[src/rtl/expand_s_ctrl.sv]
// ExpandS sequencer: absorbs rho' || nonce per secret polynomial into SHAKE256 and
// paces squeezed blocks into the ExpandS sampler until all L+K polynomials are written.
module expand_s_ctrl #(
   parameter int unsigned L          = 4,
   parameter int unsigned K          = 4,
   parameter int unsigned MAX_BLOCKS = 8
) (
   input  logic         clk,
   input  logic         reset,
   input  logic         start,
   input  logic [511:0] rho_prime,
   input  logic         shake_ready,
   output logic         shake_start,
   output logic [527:0] shake_msg,
   input  logic         shake_block_valid,
   output logic         shake_squeeze,
   output logic         sample_in_ready,
   input  logic         sample_counter_full,
   input  logic         sample_next_element,
   output logic [3:0]   poly_idx,
   output logic         s_sel,
   output logic [2:0]   local_idx,
   output logic         busy,
   output logic         done,
   output logic         err
);

   localparam int unsigned CntW    = $clog2(MAX_BLOCKS + 1);
   localparam logic [3:0]  LastIdx = 4'(L + K - 1);
   localparam logic [3:0]  LIdx    = 4'(L);

   typedef enum logic [2:0] {
      StIdle, StAbsorb, StWaitBlk, StSample, StNextPoly, StFinish
   } state_e;

   state_e            state_q, state_d;
   logic [511:0]      rho_q, rho_d;
   logic [3:0]        poly_idx_q, poly_idx_d;
   logic [CntW-1:0]   block_cnt_q, block_cnt_d;
   logic              err_q, err_d;
   logic              shake_start_q, shake_start_d;
   logic              shake_squeeze_q, shake_squeeze_d;
   logic              sample_in_ready_q, sample_in_ready_d;
   logic              done_q, done_d;
   logic              busy_q, busy_d;
   logic              s_sel_q, s_sel_d;
   logic [2:0]        local_idx_q, local_idx_d;

   always_comb begin
      state_d           = state_q;
      rho_d             = rho_q;
      poly_idx_d        = poly_idx_q;
      block_cnt_d       = block_cnt_q;
      err_d             = err_q;
      shake_start_d     = 1'b0;
      shake_squeeze_d   = 1'b0;
      sample_in_ready_d = 1'b0;
      done_d            = 1'b0;

      unique case (state_q)
         StIdle: begin
            if (start) begin
               rho_d       = rho_prime;
               poly_idx_d  = 4'd0;
               block_cnt_d = '0;
               err_d       = 1'b0;
               state_d     = StAbsorb;
            end
         end
         StAbsorb: begin
            if (shake_ready) begin
               shake_start_d = 1'b1;
               state_d       = StWaitBlk;
            end
         end
         StWaitBlk: begin
            if (shake_block_valid) begin
               sample_in_ready_d = 1'b1;
               block_cnt_d       = block_cnt_q + CntW'(1);
               state_d           = StSample;
            end
         end
         StSample: begin
            // A finished polynomial never triggers a squeeze, even on a full block.
            if (sample_next_element) begin
               state_d = StNextPoly;
            end else if (sample_counter_full) begin
               if (block_cnt_q == CntW'(MAX_BLOCKS)) begin
                  err_d   = 1'b1;
                  done_d  = 1'b1;
                  state_d = StIdle;
               end else begin
                  shake_squeeze_d = 1'b1;
                  state_d         = StWaitBlk;
               end
            end
         end
         StNextPoly: begin
            block_cnt_d = '0;
            if (poly_idx_q == LastIdx) begin
               state_d = StFinish;
            end else begin
               poly_idx_d = poly_idx_q + 4'd1;
               state_d    = StAbsorb;
            end
         end
         StFinish: begin
            done_d  = 1'b1;
            state_d = StIdle;
         end
         default: state_d = StIdle;
      endcase

      busy_d      = (state_d != StIdle);
      s_sel_d     = (poly_idx_d >= LIdx);
      local_idx_d = s_sel_d ? 3'(poly_idx_d - LIdx) : poly_idx_d[2:0];
   end

   always_ff @(posedge clk or negedge reset) begin
      if (!reset) begin
         state_q           <= StIdle;
         rho_q             <= '0;
         poly_idx_q        <= 4'd0;
         block_cnt_q       <= '0;
         err_q             <= 1'b0;
         shake_start_q     <= 1'b0;
         shake_squeeze_q   <= 1'b0;
         sample_in_ready_q <= 1'b0;
         done_q            <= 1'b0;
         busy_q            <= 1'b0;
         s_sel_q           <= 1'b0;
         local_idx_q       <= 3'd0;
      end else begin
         state_q           <= state_d;
         rho_q             <= rho_d;
         poly_idx_q        <= poly_idx_d;
         block_cnt_q       <= block_cnt_d;
         err_q             <= err_d;
         shake_start_q     <= shake_start_d;
         shake_squeeze_q   <= shake_squeeze_d;
         sample_in_ready_q <= sample_in_ready_d;
         done_q            <= done_d;
         busy_q            <= busy_d;
         s_sel_q           <= s_sel_d;
         local_idx_q       <= local_idx_d;
      end
   end

   // Nonce is poly_idx zero-extended to 16 bits, least significant byte first.
   assign shake_msg       = {12'h000, poly_idx_q, rho_q};
   assign shake_start     = shake_start_q;
   assign shake_squeeze   = shake_squeeze_q;
   assign sample_in_ready = sample_in_ready_q;
   assign poly_idx        = poly_idx_q;
   assign s_sel           = s_sel_q;
   assign local_idx       = local_idx_q;
   assign busy            = busy_q;
   assign done            = done_q;
   assign err             = err_q;

endmodule

[config.mk]
export PLATFORM = sky130hd
export DESIGN_NAME = expand_s_ctrl
export DESIGN_NICKNAME = d
export VERILOG_FILES = /design/src/rtl/expand_s_ctrl.sv
export SDC_FILE = /design/constraint.sdc
export NUM_CORES = 1
export LEC_CHECK = 0
export ABC_AREA = 1
export BUFFER_PORTS_ARGS = -buffer_cell sky130_fd_sc_hd__buf_4
export CORE_AREA = 2 2 415 417
export CTS_CLUSTER_SIZE = 10
export DETAILED_ROUTE_END_ITERATION = 10
export DIE_AREA = 0 0 417 419
export PLACE_DENSITY_LB_ADDON = 0.25
export SLEW_MARGIN = 10
export SYNTH_ARGS = -nofsm -noshare
export SYNTH_HDL_FRONTEND = slang
export SYNTH_SLANG_ARGS = --single-unit
[constraint.sdc]
create_clock -name clk -period 2.43 [get_ports clk]
set_input_delay 0.1215 -clock clk [delete_from_list [all_inputs] [get_ports clk]]
set_output_delay 0.1215 -clock clk [all_outputs]
set_load 0.01 [all_outputs]
==> results by group, run 1 <==
Status
  • Status: completed

Critical path
  • CP max FO: 63
  • CP max stage cell: dfrtp_1
  • Critical-path cell list: nor2_2 > nand2_2 > nor2_8 > buf_12 > buf_4 > nand2_1 > nand2_1
  • Kind of critical path: register to register
  • CP peak stage delay: 0.44 ns
  • WP data required: about 3.0 ns
  • Family with the most delay on the worst path: buffers and inverters
  • Critical Path Sink Type: register
  • CP dominant cell by count: nand2_1
  • Crit start category: register
  • Worst Path Buf+Inv: 2
  • Worst endpoint data arrival time: 2.56 ns

Clock network
  • Bufs on Longest Clock Path: 3
  • Worst-path clk slew: 0.06 ns
  • Postcts setup bufs: 0
  • CTS tree: done
  • CTS Root Buffer Type: clkbuf_16
  • Hold-fix buffers, CTS: 518
  • Total CTS buffers: 74
  • Number of H-tree levels: 3
  • Post-CTS sizing: 0
  • CTS Sinks: 531
  • Clk Latency, worst-skew pair: 0.65 ns

Synthesis
  • Largest area contributor in the netlist: dfrtp_1
  • Synth Register Bits: 531
  • Post-synthesis sequential area ratio: 65.6%
  • Yosys top cell area share: between 60% and 70%
  • Synth Area per Inst: 8.82 sq um
  • Unique masters post-synth: 22
  • Ys Warns: 0
  • Area contributors post-synth: dfrtp_1 66%, nand2_1 29%, buf_2 2.2%, buf_4 1.2%, inv_1 0.39%
  • Post-synth design cell area: 0.0202 sq mm
  • Mapped Cells: 2,294

Global routing
  • Vias in the first global route: roughly 21,000
  • GRT overflow: 0
  • Largest net degree at the start of global routing: between 100 and 150
  • GRT Overall Usage: between 10% and 20%
  • Antenna violations before repair: 13
  • First-pass GRT wire length: between 100 and 150 mm

Finish
  • Most frequent cells in the layout: 1,565 x nand2_1, 1,080 x buf_4, 531 x dfrtp_1
  • P&R area growth vs syn: 89.8%
  • Commonest non-fill, non-tap cell in the layout: nand2_1
  • Final net count: 4,389
  • Finished Layout Cells: 6,164
  • Layout cells sized above 1: 30.7%

Power and ir drop
  • Clock share of power: 24.3%
  • Sw Ratio: about two fifths
  • Gate power share: 41.2%
  • Internal power: between 0.02 and 0.03 W
  • P_sw: ~0.017 W
  • Sequential Power Share: 34.5%
  • Pwr dens: 1170 mW/mm^2
  • Leak: between 20 and 25 nW
  • Worst vdd ir: 0.000462 V

STA
  • Worst-margin pin slew: 0.804 ns
  • Setup_tns: 0 ns
  • Max Fclk: 510 MHz
  • Slew Limit Fails: 0
  • Fin crit period: 1.96 ns
  • Final setup violating endpoints: 0
  • RSZ-0062 raised after global routing: false
  • Clk_skew: around 0.02 ns
  • Final hold viol count: 0
  • Period utilisation layout: between 80% and 90%
  • Worst rel slew slack: 46.4%

Floorplanning
  • Die area: between 0.15 and 0.2 sq mm
  • Die Y: 419 um
  • Core area: 0.171 sq mm
  • Die width: ~420 um
  • Rows: 152
  • Initial core utilization: 11.9%
  • # IOs: 1,061

Drt
  • DRT Pass-1 Iters: 5
  • Drt total wl: approximately 100 mm
  • Initial drt markers: 1,175
  • Post-route DRC: 0
  • WL/cell: approximately 17 um
  • Vias: 20,800
  • Routed vias/inst: 3.38
  • Antenna Nets Post-Route: 0

Place
  • Final GP Congestion: 0.884
  • # port buffers: 1,048
  • Dpl hpwl: slightly below 80 mm
  • Cells after DPL: 5,506

Job
  • # Max-Cap Violations: 0

Min path
  • Tightest Hold Check Type: input port to async pin
[synth_stat cells]
cell type	number
a21oi_1	2
buf_1	4
buf_2	90
buf_4	32
buf_6	1
clkbuf_1	3
conb_1	1
dfrtp_1	531
ha_1	3
inv_1	21
inv_2	1
nand2_1	1565
nand2_2	1
nand3_1	10
nand4_1	5
nor2_1	13
nor2_2	1
nor2_8	1
o211ai_1	1
o21ai_0	6
o31ai_1	1
xor2_1	1
[power by group through the flow]
stage	Sequential [W]	Clock, W	Combinational (W)
after global placement	0.0155	0	0.0182
after global routing	0.0160	0.0118	0.0204
final	0.0155	0.0109	0.0186
after floorplan	0.0171	0	0.00565
after CTS	0.0155	0.0114	0.0191
after detailed placement	0.0156	0	0.0183
[worst paths after layout]
kind                                         from                endpoint  slack [ns]  cells after the start
max                          state_q[1]$_DFF_PN0_   rho_q[53]$_DFFE_PN0P_        0.47                      7
min                                         reset  rho_q[449]$_DFFE_PN0P_        0.06                      2
max reg2reg                  state_q[1]$_DFF_PN0_   rho_q[53]$_DFFE_PN0P_        0.47                      7
min reg2reg                rho_q[272]$_DFFE_PN0P_  rho_q[272]$_DFFE_PN0P_        0.47                      2
max in group asynchronous                   reset  rho_q[247]$_DFFE_PN0P_        1.49                      3
min in group clk                    rho_prime[65]   rho_q[65]$_DFFE_PN0P_        0.20                      4
[worst register-to-register path, stage by stage (launching register included)]
cell and delay [ns]:
dfrtp_1 0.44, nor2_2 0.21, nand2_2 0.12, nor2_8 0.18, buf_12 0.32, buf_4 0.43
nand2_1 0.13, nand2_1 0.09
[final cells by class]
cell class / instances / area, sq um
diodes: 9 / 22.5
flip-flops and latches: 531 / 13300
inverters: 22 / 90.1
repair buffers: 1616 / 13600
multi-input cells: 1622 / 6180
clock buffers: 111 / 2090
fillers: 18700 / 132000
well taps: 2233 / 2790
clock inverters: 20 / 300
[sequential cells by signal, indices dropped and copies added, names as in the netlist, named ones only]
name / cells
busy: 1
block_cnt_q: 4
s_sel: 1
done: 1
rho_q: 512
shake_start: 1
state_q: 3
local_idx: 1
sample_in_ready: 1
shake_squeeze: 1
poly_idx: 2
err: 1
[per-stage QoR]
stage | util, % | power [W] | cell area, sq um | setup WS [ns] | hold WS, ns
global placement | 18.1 | 0.0338 | 30800 | 0.492 | 0.176
global route | 22.5 | 0.0482 | 38400 | 0.314 | 0.0447
finish | 22.5 | 0.0450 | 38400 | 0.469 | 0.0553
floorplan | - | 0.0227 | 20300 | 0.995 | -0.174
detailed placement | 18.1 | 0.0339 | 30800 | 0.463 | 0.196
CTS | 22.5 | 0.0460 | 38400 | 0.459 | 0.00475
[routing by layer]
layer / track usage, % / wire (um) / vias to the layer above
met5: 0 / 26 / -
met4: 4.59 / 3310 / 4
met3: 3.92 / 7760 / 157
met2: 19.1 / 51700 / 612
met1: 13.4 / 41600 / 9997
li1: - / - / 10000
[cells by family (layout without fill, tap and decap cells)]
| family | count (synthesis) | after routing | synth area share (%) |
|---|---|---|---|
| buf+inv | 152 | 1769 | 4.01 |
| xor+xnor | 1 | 1 | 0.0433 |
| fa+ha+maj | 3 | 3 | 0.185 |
| other cells | 1 | 21 | 0.0185 |
| flops | 531 | 531 | 65.6 |
| simple gates | 1596 | 1596 | 29.8 |
| compound gates | 10 | 10 | 0.272 |
(Power assumes the default switching activity.)
==> run 2: changes to the inputs <==
==> constraint.sdc (replaced) <==
create_clock -name clk -period 1.7 [get_ports clk]
set_input_delay 0.085 -clock clk [delete_from_list [all_inputs] [get_ports clk]]
set_output_delay 0.085 -clock clk [all_outputs]
set_load 0.01 [all_outputs]
==> results by group, run 2 (synthesis gave the netlist of run 1 again) <==
Drt
  • Antenna Nets Post-Route: 0 (unchanged)
  • Met2 WL: 53.7 mm (+3.9%)
  • Metal-1 WL: 42.3 mm (+1.8%)
  • Top layer in use: met5
  • Vias: 21,100 (+1.4%)
  • DRT Pass-1 Iters: 5 (unchanged)
  • Post-route DRC: 0 (unchanged)
  • Drt total wl: 107 mm (+2.5%)
  • Routed vias/inst: 3.39 (+0.33%)
  • Initial drt markers: 1,106 (-5.9%)
  • WL/cell: 17.2 um (+1.5%)
  • Met3 Wirelength: 7.88 mm (+1.6%)

Critical path
  • CP startpoint: state_q[1]$_DFF_PN0_
  • WP data required: 2.29 ns (-0.74 ns)
  • CP dominant cell by count: nand2_1
  • Critical-path cell list: nor2_2 > nand2_2 > nor2_8 > buf_8 > buf_12 > buf_4 > nand2_1 > nand2_1
  • Critical R2R Launch: state_q[1]$_DFF_PN0_
  • Worst endpoint data arrival time: 2.28 ns (-0.28 ns)
  • Critical Path Sink Type: register
  • CP max FO: 17 (-73%)
  • CP max stage cell: dfrtp_1
  • Crit start category: register
  • Kind of critical path: register to register
  • CP peak stage delay: 0.39 ns (-0.05 ns)

Global routing
  • Largest net degree at the start of global routing: 74 (-29%)
  • First-pass GRT wire length: 149 mm (+0.76%)
  • GRT overflow: 0 (unchanged)
  • GRT Overall Usage: 11.6% (+0.14 points)
  • Vias in the first global route: 21,700 (+1.5%)
  • Antenna violations before repair: 13 (unchanged)

Floorplanning
  • # IOs: 1,061 (unchanged)
  • Die area: 0.175 sq mm (unchanged)
  • Initial core utilization: 11.9% (unchanged)
  • Die width: 417 um (unchanged)
  • Die Y: 419 um (unchanged)
  • Rows: 152 (unchanged)
  • Core area: 0.171 sq mm (unchanged)

Clock network
  • Worst-path clk slew: 0.06 ns (about the same)
  • CTS tree: done
  • Clk Latency, worst-skew pair: 0.66 ns (about the same)
  • Number of H-tree levels: 3 (unchanged)
  • CTS Root Buffer Type: clkbuf_16
  • CTS Sinks: 531 (unchanged)
  • Total CTS buffers: 73 (-1.4%)
  • Bufs on Longest Clock Path: 3 (unchanged)

Power and ir drop
  • Pwr dens: 1670 mW/mm^2 (+43%)
  • P_sw: 0.0251 W (+45%)
  • Gate power share: 43.4% (+2.2 points)
  • Sequential Power Share: 33.4% (-1.1 points)
  • Internal power: 0.0411 W (+48%)
  • Leak: 20.7 nW (+2.8%)
  • Sw Ratio: 37.9% (-0.49 points)
  • Worst vdd ir: 0.000848 V (+84%)
  • Tot Pwr: 0.0661 W (+47%)
  • Clock share of power: 23.2% (-1.1 points)

STA
  • Slew Limit Fails: 0 (unchanged)
  • RSZ-0062 raised after global routing: true
  • Period utilisation layout: 99.2% (+19 points)
  • Clk_skew: 0.0219 ns (+0.00224 ns)
  • Fin crit period: 1.69 ns (-0.275 ns)
  • Final hold viol count: 0 (unchanged)
  • Final setup violating endpoints: 0 (unchanged)
  • Max Fclk: 593 MHz (+16%)

Finish
  • Layout Utilization: 23.2% (+0.65 points)
  • P&R area growth vs syn: 95.3%
  • Largest regs: rho_q (512), block_cnt_q (4), state_q (3)
  • Fin area: 0.0395 sq mm (+2.9%)
  • Most frequent cells in the layout: 1,558 x nand2_1, 1,096 x buf_4, 531 x dfrtp_1
  • Max reg flops: 512 (unchanged)
  • Reg with most FFs: rho_q
  • Commonest non-fill, non-tap cell in the layout: nand2_1
  • Final net count: 4,452 (+1.4%)
  • Layout cells sized above 1: 32.2% (+1.4 points)

Status
  • Status: completed

Min path
  • Tightest Hold Check Type: input port to async pin

Place
  • DP Area: 0.0315 sq mm (+2.2%)
  • Dpl hpwl: 81.1 mm (+3.2%)
  • # port buffers: 1,048 (unchanged)
  • Final GP Congestion: 0.844 (-4.6%)

Job
  • # Max-Cap Violations: 0 (unchanged)
==> run 2: final cells by class <==
| cell class | count | area (sq um) |
|---|---|---|
| fill | 18700 | 131000 |
| timing repair buffer | 1680 | 14700 |
| sequential | 531 | 13300 |
| multi-input combinational | 1622 | 6200 |
| tap | 2233 | 2790 |
| clock buffer | 114 | 2220 |
| clock inverter | 16 | 164 |
| inverter | 22 | 90.1 |
| antenna | 9 | 22.5 |
==> run 2: per-stage QoR <==
step	setup TNS, ns	setup WS [ns]	hold WS, ns	std cells
floorplan	0	0.265	-0.211	2305
global placement	-2.94	-0.0585	0.0174	5554
detailed placement	-4.22	-0.0715	0.0136	5554
CTS	-1.20	-0.0370	0.0536	6211
global route	-22.01	-0.120	0.0883	6225
finish	0	0.0133	0.123	6227
==> run 2: final timing paths <==
check | slack (ns) | end | cells past startpoint
max in group asynchronous | 0.99 | rho_q[428]$_DFFE_PN0P_ | 4
min | 0.12 | rho_q[40]$_DFFE_PN0P_ | 3
max | 0.01 | rho_q[167]$_DFFE_PN0P_ | 8
min in group clk | 0.17 | rho_q[50]$_DFFE_PN0P_ | 4
min reg2reg | 0.47 | rho_q[476]$_DFFE_PN0P_ | 2
max reg2reg | 0.01 | rho_q[167]$_DFFE_PN0P_ | 8
==> run 2: power by group through the flow <==
stage	Combinational, W	Sequential (W)	Clock [W]
global route	0.0315	0.0228	0.0165
floorplan	0.00808	0.0244	0
global placement	0.0274	0.0221	0
finish	0.0287	0.0221	0.0154
CTS	0.0290	0.0221	0.0161
detailed placement	0.0275	0.0221	0
==> run 2: what timing repair did <==
action                                  CTS  global route
endpoints found under the hold margin  1059             0
buffers inserted                          4             1
setup endpoints to repair               229           451
hold buffers                            520             0
gates cloned                              3             6
resized for setup                        13            15
==> run 2: layer usage <==
layer  vias up  global-route usage, %
met1     10100                   13.5
met2       634                   19.6
met4         2                   3.80
met3       152                   4.22
met5         -                      0
li1      10200                      -
==> run 2: worst max-delay path, delay by kind of cell (launching register included) <==
kind	cells	cell delay (ns)
and+or+nand+nor	5	0.60
buffers and inverters	3	0.59
DFF	1	0.39
